<file path="src/rtl/cpu_disp_scan.sv">
// Observation stage for the single-cycle CPU: snapshots PC/INST/R on each STEP and
// scans the button-selected word as eight hex digits on a multiplexed 7-segment display.
module cpu_disp_scan #(
  parameter int unsigned REFRESH_DIV  = 50000,
  parameter int unsigned DEBOUNCE_CYC = 1000000
) (
  input  logic        CLK,
  input  logic        RSTn,
  input  logic [31:0] PC,
  input  logic [31:0] INST,
  input  logic [31:0] R,
  input  logic        STEP,
  input  logic        SEL_BTN,
  output logic [7:0]  AN,
  output logic [7:0]  SEG,
  output logic [1:0]  SEL
);

  localparam int unsigned PS_W = $clog2(REFRESH_DIV);
  localparam int unsigned DB_W = $clog2(DEBOUNCE_CYC);
  localparam logic [PS_W-1:0] PS_MAX = PS_W'(REFRESH_DIV - 1);
  localparam logic [DB_W-1:0] DB_MAX = DB_W'(DEBOUNCE_CYC - 1);

  typedef enum logic [1:0] {
    SEL_PC   = 2'd0,
    SEL_INST = 2'd1,
    SEL_R    = 2'd2
  } sel_e;

  logic [31:0]     r_snap_pc;
  logic [31:0]     r_snap_inst;
  logic [31:0]     r_snap_r;
  logic            r_sync0;
  logic            r_sync1;
  logic            r_stable;
  logic [DB_W-1:0] r_db_cnt;
  sel_e            r_sel;
  logic [PS_W-1:0] r_presc;
  logic [2:0]      r_idx;
  logic [7:0]      r_an;
  logic [7:0]      r_seg;

  logic [31:0]     w_word;
  logic [3:0]      w_nib;
  logic            w_dp_on;

  // Active-low gfedcba pattern for one hex nibble.
  function automatic logic [6:0] hex7(input logic [3:0] n);
    logic [6:0] s;
    case (n)
      4'h0: s = 7'h40;
      4'h1: s = 7'h79;
      4'h2: s = 7'h24;
      4'h3: s = 7'h30;
      4'h4: s = 7'h19;
      4'h5: s = 7'h12;
      4'h6: s = 7'h02;
      4'h7: s = 7'h78;
      4'h8: s = 7'h00;
      4'h9: s = 7'h10;
      4'hA: s = 7'h08;
      4'hB: s = 7'h03;
      4'hC: s = 7'h46;
      4'hD: s = 7'h21;
      4'hE: s = 7'h06;
      default: s = 7'h0E;
    endcase
    return s;
  endfunction

  always_comb begin
    w_word = r_snap_r;
    case (r_sel)
      SEL_PC:   w_word = r_snap_pc;
      SEL_INST: w_word = r_snap_inst;
      default:  w_word = r_snap_r;
    endcase
    w_nib   = w_word[{r_idx, 2'b00} +: 4];
    w_dp_on = (r_idx == {1'b0, r_sel});
  end

  always_ff @(posedge CLK) begin
    if (!RSTn) begin
      r_snap_pc   <= '0;
      r_snap_inst <= '0;
      r_snap_r    <= '0;
      r_sync0     <= 1'b0;
      r_sync1     <= 1'b0;
      r_stable    <= 1'b0;
      r_db_cnt    <= '0;
      r_sel       <= SEL_PC;
      r_presc     <= '0;
      r_idx       <= '0;
      r_an        <= '1;
      r_seg       <= '1;
    end else begin
      if (STEP) begin
        r_snap_pc   <= PC;
        r_snap_inst <= INST;
        r_snap_r    <= R;
      end

      r_sync0 <= SEL_BTN;
      r_sync1 <= r_sync0;

      // The selection advances on the same edge the stable level rises.
      if (r_sync1 != r_stable) begin
        if (r_db_cnt == DB_MAX) begin
          r_stable <= r_sync1;
          r_db_cnt <= '0;
          if (r_sync1) begin
            case (r_sel)
              SEL_PC:   r_sel <= SEL_INST;
              SEL_INST: r_sel <= SEL_R;
              default:  r_sel <= SEL_PC;
            endcase
          end
        end else begin
          r_db_cnt <= r_db_cnt + 1'b1;
        end
      end else begin
        r_db_cnt <= '0;
      end

      if (r_presc == PS_MAX) begin
        r_presc <= '0;
        r_idx   <= r_idx + 3'd1;
      end else begin
        r_presc <= r_presc + 1'b1;
      end

      r_an  <= ~(8'h01 << r_idx);
      r_seg <= {~w_dp_on, hex7(w_nib)};
    end
  end

  assign AN  = r_an;
  assign SEG = r_seg;
  assign SEL = r_sel;

endmodule

</file>
<file path="config.mk">
export PLATFORM = sky130hd
export DESIGN_NAME = cpu_disp_scan
export DESIGN_NICKNAME = d
export VERILOG_FILES = /design/src/rtl/cpu_disp_scan.sv
export SDC_FILE = /design/constraint.sdc
export NUM_CORES = 1
export LEC_CHECK = 0
export CORE_MARGIN = 2
export CORE_UTILIZATION = 42
export DETAILED_ROUTE_END_ITERATION = 6
export PLACE_DENSITY_LB_ADDON = 0.2
export SLEW_MARGIN = 15
export SYNTH_ARGS = -nofsm -noshare
export SYNTH_HDL_FRONTEND = slang
export SYNTH_SLANG_ARGS = --single-unit
</file>
<file path="constraint.sdc">
create_clock -name CLK -period 7.6 [get_ports CLK]
set_input_delay 1.14 -clock CLK [delete_from_list [all_inputs] [get_ports CLK]]
set_output_delay 1.14 -clock CLK [all_outputs]
set_load 0.05 [all_outputs]
</file>
==> flow_summary.yaml <==
outcome:
  outcome: "finished clean"
drt:
  drt_iter0_drc: 265
  drt-total-wl_um: 17000
  wl_per_cell_um: 16.7
  first_pass_iters: 5
  drc: 0
  vias: 5188
  viasPerCell: 5.11
  ant_nets: 0
sta:
  fin_worst_skew_ps: 6.02
  hold-worst-slack_ps: 450
  hold_viol: 0
  slew_viol_final: 0
  rsz0062_at_grt: "false"
  min_period_ps: 3450
  period_share_pct: 45.5
  setup_tns_ps: 0
  finalSetupViolCount: 0
  timing.fmax_ghz: 0.289
  worstMarginPinSlew_ps: 951
  relSlewSlack_pct: 36.6
global_routing:
  met2_usage_pct: 33.0
  grt_overflow: 0
  use_met3_pct: 3.85
  grt_pass1_vias: 5395
  track_usage_pct: 19.3
  grt_use_met1_pct: 24.1
  grt_start_max_net_pins: 119
  grt_pass1_wl_um: 27300
  antenna_found_initial: 0
  busiest_layer: "met2"
floorplanning:
  initial_core_util_pct: 42.8
  rows: 47
  die_x_um: 134
  coreArea_mm2: 0.0166
  die_h_um: 134
  die-area_mm2: 0.0180
  io_pins: 118
clock_tree:
  cts_made_buffers: 17
  cts_hold_buffers: 0
  cts_setup_buffers: 0
  clk_latency_ps: 420
  clk_pin_slew_ps: 60
  cts_resized: 0
  cts_tree: "yes"
  cts_htree_levels: 4
  root_buffer: "clkbuf_16"
  clk_path_buf_depth: 2
  cts_sinks: 156
finish:
  fillCellCount: 1462
  regArea_mm2: 0.00313
  diodes: 0
  fin_cells: 1015
  layout-drive-gt1-share_pct: 9.31
  layout_common_cells: "dfxtp_1, clkdlybuf4s50_1, mux2i_1, nor2b_1, nor2_1"
  multiInputGateArea_mm2: 0.00373
  design_area_mm2: 0.00906
  mostFrequentLayoutCell: "dfxtp_1"
  nets: 897
  area_growth_pct: 27.5
worst_setup_path:
  max_stage_delay_ps: 950
  endpoint_kind: "primary output"
  path_buf_inv: 1
  arrival_ps: 2310
  cp_max_fo: 33
  crit_family: "buffers and inverters"
  path_class: "reg -> out"
  cpMaxStageDelayCell: "clkdlybuf4s50_1"
  cp_cell_sequence: "clkdlybuf4s50_1"
  required_ps: 6460
  start_kind: "flop"
logic_synthesis:
  synthArstFlopShare_pct: 0
  ys_seq_area_share_pct: 44.0
  synth-seq-cells: 156
  synth_edf_count: 0
  synthFlopType: "dfxtp_1"
  synthesis.area_mm2: 0.00710
  syn_inst: 683
  synthesis.nets: 798
  syn_avg_cell_area_um2: 10.4
  ys_warn_count: 0
  synth_cell_types: 60
run:
  maxCapViolations: 0
placed_design:
  dpl_cell_area_mm2: 0.00837
  port_buffers: 117
  dp_hpwl_um: 11900
  place_congestion: 0.926
  dp.cells: 983
worst_hold_path:
  hold_path_class: "reg -> reg"
power_and_ir_drop:
  power.total_mw: 2.06
  p_per_area_mw_per_mm2: 227
  irDropWorstVdd_mv: 0.161
  p_leak_nw: 3.54
[path summary, 6_finish.rpt]
check	start	slack, ps	end	cells after the start
max reg2reg	r_idx[0]$_SDFFE_PN0P_	4200	SEG[5]$_SDFF_PN1_	9
min	r_sync0$_SDFF_PN0_	450	r_sync1$_SDFF_PN0_	1
max	SEL[0]$_SDFFE_PN0P_	4150	SEL[0]	1
min reg2reg	r_sync0$_SDFF_PN0_	450	r_sync1$_SDFF_PN0_	1
[per-layer routing]
layer,share of wire [%],up-vias
li1,-,2557
met4,1.5,0
met1,46,2472
met3,4.7,22
met5,0,-
met2,48,137
[layout make-up]
class	count	share of cell area [%]
clock buffers	20	4.93
clock inverters	12	2.67
well taps	220	3.04
inverters	15	0.622
flip-flops and latches	156	34.5
repair buffers	119	13.0
multi-input cells	473	41.2
[where the power goes]
part / internal [mW] / switching, mW / leakage [nW] / total [mW]
clock network: 0.657 / 0.330 / 0.334 / 0.986
logic: 0.109 / 0.0869 / 1.92 / 0.196
registers: 0.854 / 0.0185 / 1.28 / 0.873
total: 1.62 / 0.435 / 3.54 / 2.06
[cell usage after synthesis (all sizes together) (6+ instances only)]
cell    count  area (um2)
dfxtp     156        3120
mux2i     101        1010
nor2b     101         632
nor2       50         190
clkbuf     26        97.6
nand2      26         100
mux2       25         282
nand3      22         115
xor2       19         166
ha         15         188
inv        15        56.3
xnor2      15         131
buf        13        95.1
mux4       13         300
nand4       7        43.8
o21ai       7        35.0
a21oi       6        30.0
nand2b      6        37.5
[registers in the layout, summed over array words and instances (netlist names)]
signal       flops
r_sync0          1
r_sync1          1
r_snap_pc       32
SEL              2
r_presc         16
r_db_cnt        20
SEG              8
r_idx            3
r_snap_r        32
AN               8
r_stable         1
r_snap_inst     32
[cells by family (layout without fill, tap and decap cells)]
kind of cell | count (synthesis) | count (layout) | share of synthesized area, %
AOI/OAI and AO/OA | 45 | 45 | 4.95
adders and majority gates | 15 | 15 | 2.64
muxes | 139 | 139 | 22.4
xor gates and xnor gates | 34 | 34 | 4.19
buffers and inverters | 54 | 166 | 3.50
and+or+nand+nor | 240 | 240 | 18.3
DFF | 156 | 156 | 44.0
[stage by stage]
stage                     worst slack (ps)  utilization, %
after CTS                             4110            54.6
after detailed placement              4310            50.5
after floorplan                       4620               -
after global routing                  4050            54.6
final                                 4150            54.6
after global placement                4460            50.5
Power figures use the tool's default switching activity.
==> edit 1, RTL diff (config.mk and constraints unchanged) <==
Set the parameter `DEBOUNCE_CYC` to 2000000 (it was 1000000).
--- a/src/rtl/cpu_disp_scan.sv
+++ b/src/rtl/cpu_disp_scan.sv
@@ -3,5 +3,5 @@
 module cpu_disp_scan #(
   parameter int unsigned REFRESH_DIV  = 50000,
-  parameter int unsigned DEBOUNCE_CYC = 1000000
+  parameter int unsigned DEBOUNCE_CYC = 2000000
 ) (
   input  logic        CLK,
Check against the original RTL: same outputs for any inputs over 10 cycles, from zero or initial values and one cycle with RSTn low; that may be too few to reach the edited logic, so the function may still have changed.
==> edit 1 against the unedited design <==
  * Setup slack improved by 0.060 ns
  * Synthesized area down 3.2%
  * Largest power group is now sequential cells
  * Routed wire length decreased by 4.6%
  * Final area decreased by 3.3%
  * Non-clock buffer count rose by 2
  * Total power down 6.7%
  * Combinational power fell by 4%
  * Sequential cell count rose by 1
==> edit 1: results (changes against the unedited design) <==
| Metric | Value |
|---|---|
| Status | `complete, no violations (unchanged)` |
| Post-Synthesis Cells | `688 (was 683)` |
| Worst-Margin Slew | `1.093 ns (was 0.9512 ns)` |
| Grt met2 use | `32.09% (was 33.02%)` |
| Most common library cells after synthesis | `157 x dfxtp_1, 148 x nor2_1, 105 x mux2i_1 (was 156 x dfxtp_1, 101 x mux2i_1, 101 x nor2b_1)` |
| Leakage power | `0.003495 uW (was 0.003541 uW)` |
| First-pass GRT wire length | `26.41 mm (was 27.28 mm)` |
| Initial antenna violation count | `2 (was 0)` |
| Crit share post-route | `44.66% (was 45.45%)` |
| Hold Slack | `0.4345 ns (was 0.4499 ns)` |
| Clock root buffer master | `clkbuf_16 (unchanged)` |
| Seq/Total Area, Yosys | `45.72% (was 43.96%)` |
| Final #Nets | `906 (was 897)` |
| Yosys cell types | `51 (was 60)` |
| Clock skew | `0.006378 ns (was 0.006023 ns)` |
| Syn Nets | `803 (was 798)` |
| Crit Path Class | `reg -> out (unchanged)` |
| Synth area leaders | `dfxtp_1 46%, mux2i_1 15%, nor2_1 8.1% (was dfxtp_1 44%, mux2i_1 14%, nor2b_1 8.9%)` |
| HPWL reported at the end of detailed placement | `11.47 mm (was 11.91 mm)` |
| Met1 WL | `7.363 mm (was 7.765 mm)` |
| DRT Pass-1 Iters | `7 (was 5)` |
| Filler cells | `1,406 (was 1,462)` |
| Layout cells sized above 1 | `10.07% (was 9.308%)` |
| Vias | `5,227 (was 5,188)` |
| Met3 GRT Util | `6.459% (was 3.855%)` |
| Clock power frac | `44.3% (was 48.0%)` |
| Crit path max fanout | `30 (was 33)` |
| P_comb | `188 uW (was 196 uW)` |
| Place WS | `4.374 ns (was 4.312 ns)` |
| R2R Path Start | `SEL[0] (was r_idx[0])` |
| Vias per inst | `5.119 (was 5.111)` |
| Vias in the first global route | `5,251 (was 5,395)` |
| DR WL met2 | `7.754 mm (was 8.133 mm)` |
| Multiplexer share of the synthesized area | `23.48% (was 22.42%)` |
| Sw frac | `22.82% (was 21.16%)` |
| Post-Synth Adder-Cell Area | `2.730% (was 2.642%)` |
| Drt total wl | `16.18 mm (was 16.97 mm)` |
| Largest stage delay on the critical path | `0.93 ns (was 0.95 ns)` |
| Max rail drop VDD | `0.1659 mV (was 0.1612 mV)` |
| Placed Cells | `988 (was 983)` |
| Largest net degree at the start of global routing | `104 (was 119)` |
| Global routing usage on met1 | `23.13% (was 24.12%)` |
| Final GP Congestion | `0.8812 (was 0.9255)` |
| R2R Path End | `SEG[3] (was SEG[5])` |
## edit 1: cell count changes after synthesis, sizes merged, moves of 3 or more
cell,delta
nand2b,-5
nor2,+99
xor2,-3
or2,+3
o22ai,+4
mux2i,+4
a21boi,-3
nand3,+3
o2111ai,+4
nor2b,-97
## edit 1: metrics by stage
stage / util [%] / total power, uW
after floorplan: - / 997.7
after global placement: 51.19 / 1079
after detailed placement: 51.19 / 1084
after CTS: 54.93 / 1933
after global routing: 54.94 / 1989
final: 54.94 / 1917
## edit 1: area by class of cell
class | count | area [um2] | area share (%)
clock inverter | 10 | 112.6 | 1.286
tap | 216 | 270.3 | 3.085
clock buffer | 22 | 484.2 | 5.528
multi-input combinational | 477 | 3482 | 39.75
inverter | 17 | 65.06 | 0.7428
timing repair buffer | 121 | 1199 | 13.68
antenna | 1 | 2.502 | 0.02857
sequential | 157 | 3144 | 35.89
## edit 1: critical path: cells and delay by family (launching register included)
kind                   cells  cell delay [ns]
flip-flops                 1             0.44
buffers and inverters      2             1.38
==> edit 2, RTL diff (same settings) <==
Without the edit above. Reset style: asynchronous (`RSTn`), changed in one clocked block.
--- a/src/rtl/cpu_disp_scan.sv
+++ b/src/rtl/cpu_disp_scan.sv
@@ -80,5 +80,5 @@
   end
 
-  always_ff @(posedge CLK) begin
+  always_ff @(posedge CLK or negedge RSTn) begin
     if (!RSTn) begin
       r_snap_pc   <= '0;
Formal check against the unedited RTL: differs if RSTn is asserted again (counterexample within 4 cycles, from zero or initial values and one cycle with RSTn low); with RSTn held inactive, the same outputs for 10 cycles.
==> edit 2 against the unedited design <==
  * Sequential cell count unchanged
  * Setup slack worse by 0.0064 ns
  * Final area up 0.90%
  * Total power down 1.0%
  * Synthesized area up 1.6%
  * Routed wire length down 10%
  * Non-clock buffer count up 1
  * Die area up 1.5%
  * Clock power down 12%
  * Largest power group is now sequential cells
==> edit 2: results (changes against the unedited design) <==
| Metric | Value |
|---|---|
| Placed Cells | `854 (was 983)` |
| Place WS | `4.509 ns (was 4.312 ns)` |
| Sequential share of cell area | `42.95% (was 34.51%)` |
| Vias per inst | `5.077 (was 5.111)` |
| Max-slew headroom | `28.57% (was 36.59%)` |
| Filler cells | `1,406 (was 1,462)` |
| Post-synth ARST share | `100.0% (was 0%)` |
| Final clock-cell share | `6.696% (was 7.599%)` |
| Hold Slack | `0.3492 ns (was 0.4499 ns)` |
| Syn_area_per_cell | `13.34 um2 (was 10.40 um2)` |
| Syn Nets | `656 (was 798)` |
| Seq/Total Area, Yosys | `54.37% (was 43.96%)` |
| Slowest cell on the critical path | `dfrtp_2 (was clkdlybuf4s50_1)` |
| P_sw | `445.7 uW (was 434.9 uW)` |
| Vias in the first global route | `4,713 (was 5,395)` |
| Final instance area | `9138 um2 (was 9056 um2)` |
| Leakage power | `0.003784 uW (was 0.003541 uW)` |
| Signal buffers | `120 (was 119)` |
| Yosys cell types | `43 (was 60)` |
| Hold path depth | `0 (was 1)` |
| R2R Path End | `SEG[0] (was SEG[5])` |
| Clock skew | `0.007932 ns (was 0.006023 ns)` |
| FFs & Latches | `156 (unchanged)` |
| Layout cells sized above 1 | `28.42% (was 9.308%)` |
| Largest net degree at the start of global routing | `94 (was 119)` |
| Status | `complete, no violations (unchanged)` |
| Placed cell areas | `8526 um2 (was 8368 um2)` |
-- edit 2: changes by cell type in the layout (fill, tap and decap cells not counted), moves of 5 or more --
cell	delta
and3_1	+5
dfrtp_1	+139
dfstp_2	+16
dfxtp_1	-154
mux2_2	+102
mux2i_1	-95
nand2_1	+5
nand2b_1	-6
nand4_1	-6
nor2_1	-11
nor2b_1	-100
nor3_1	+5
o21ai_0	+5
-- edit 2: cell families after synthesis --
group / share of synthesized area [%]
DFF: 54.37
muxes: 25.64
and+or+nand+nor: 7.906
buffers and inverters: 2.947
xor gates and xnor gates: 4.248
AOI/OAI and AO/OA: 2.288
adders and majority gates: 2.601
-- edit 2: layer usage --
metal	share of wire [%]	wire length [um]	up-vias	global-route usage, %
li1	-	-	2130	-
met1	46	7023	2253	24.12
met2	48	7324	96	29.16
met3	4.8	737	14	4.129
met4	1.2	184	0	5.729
met5	0	0	-	0
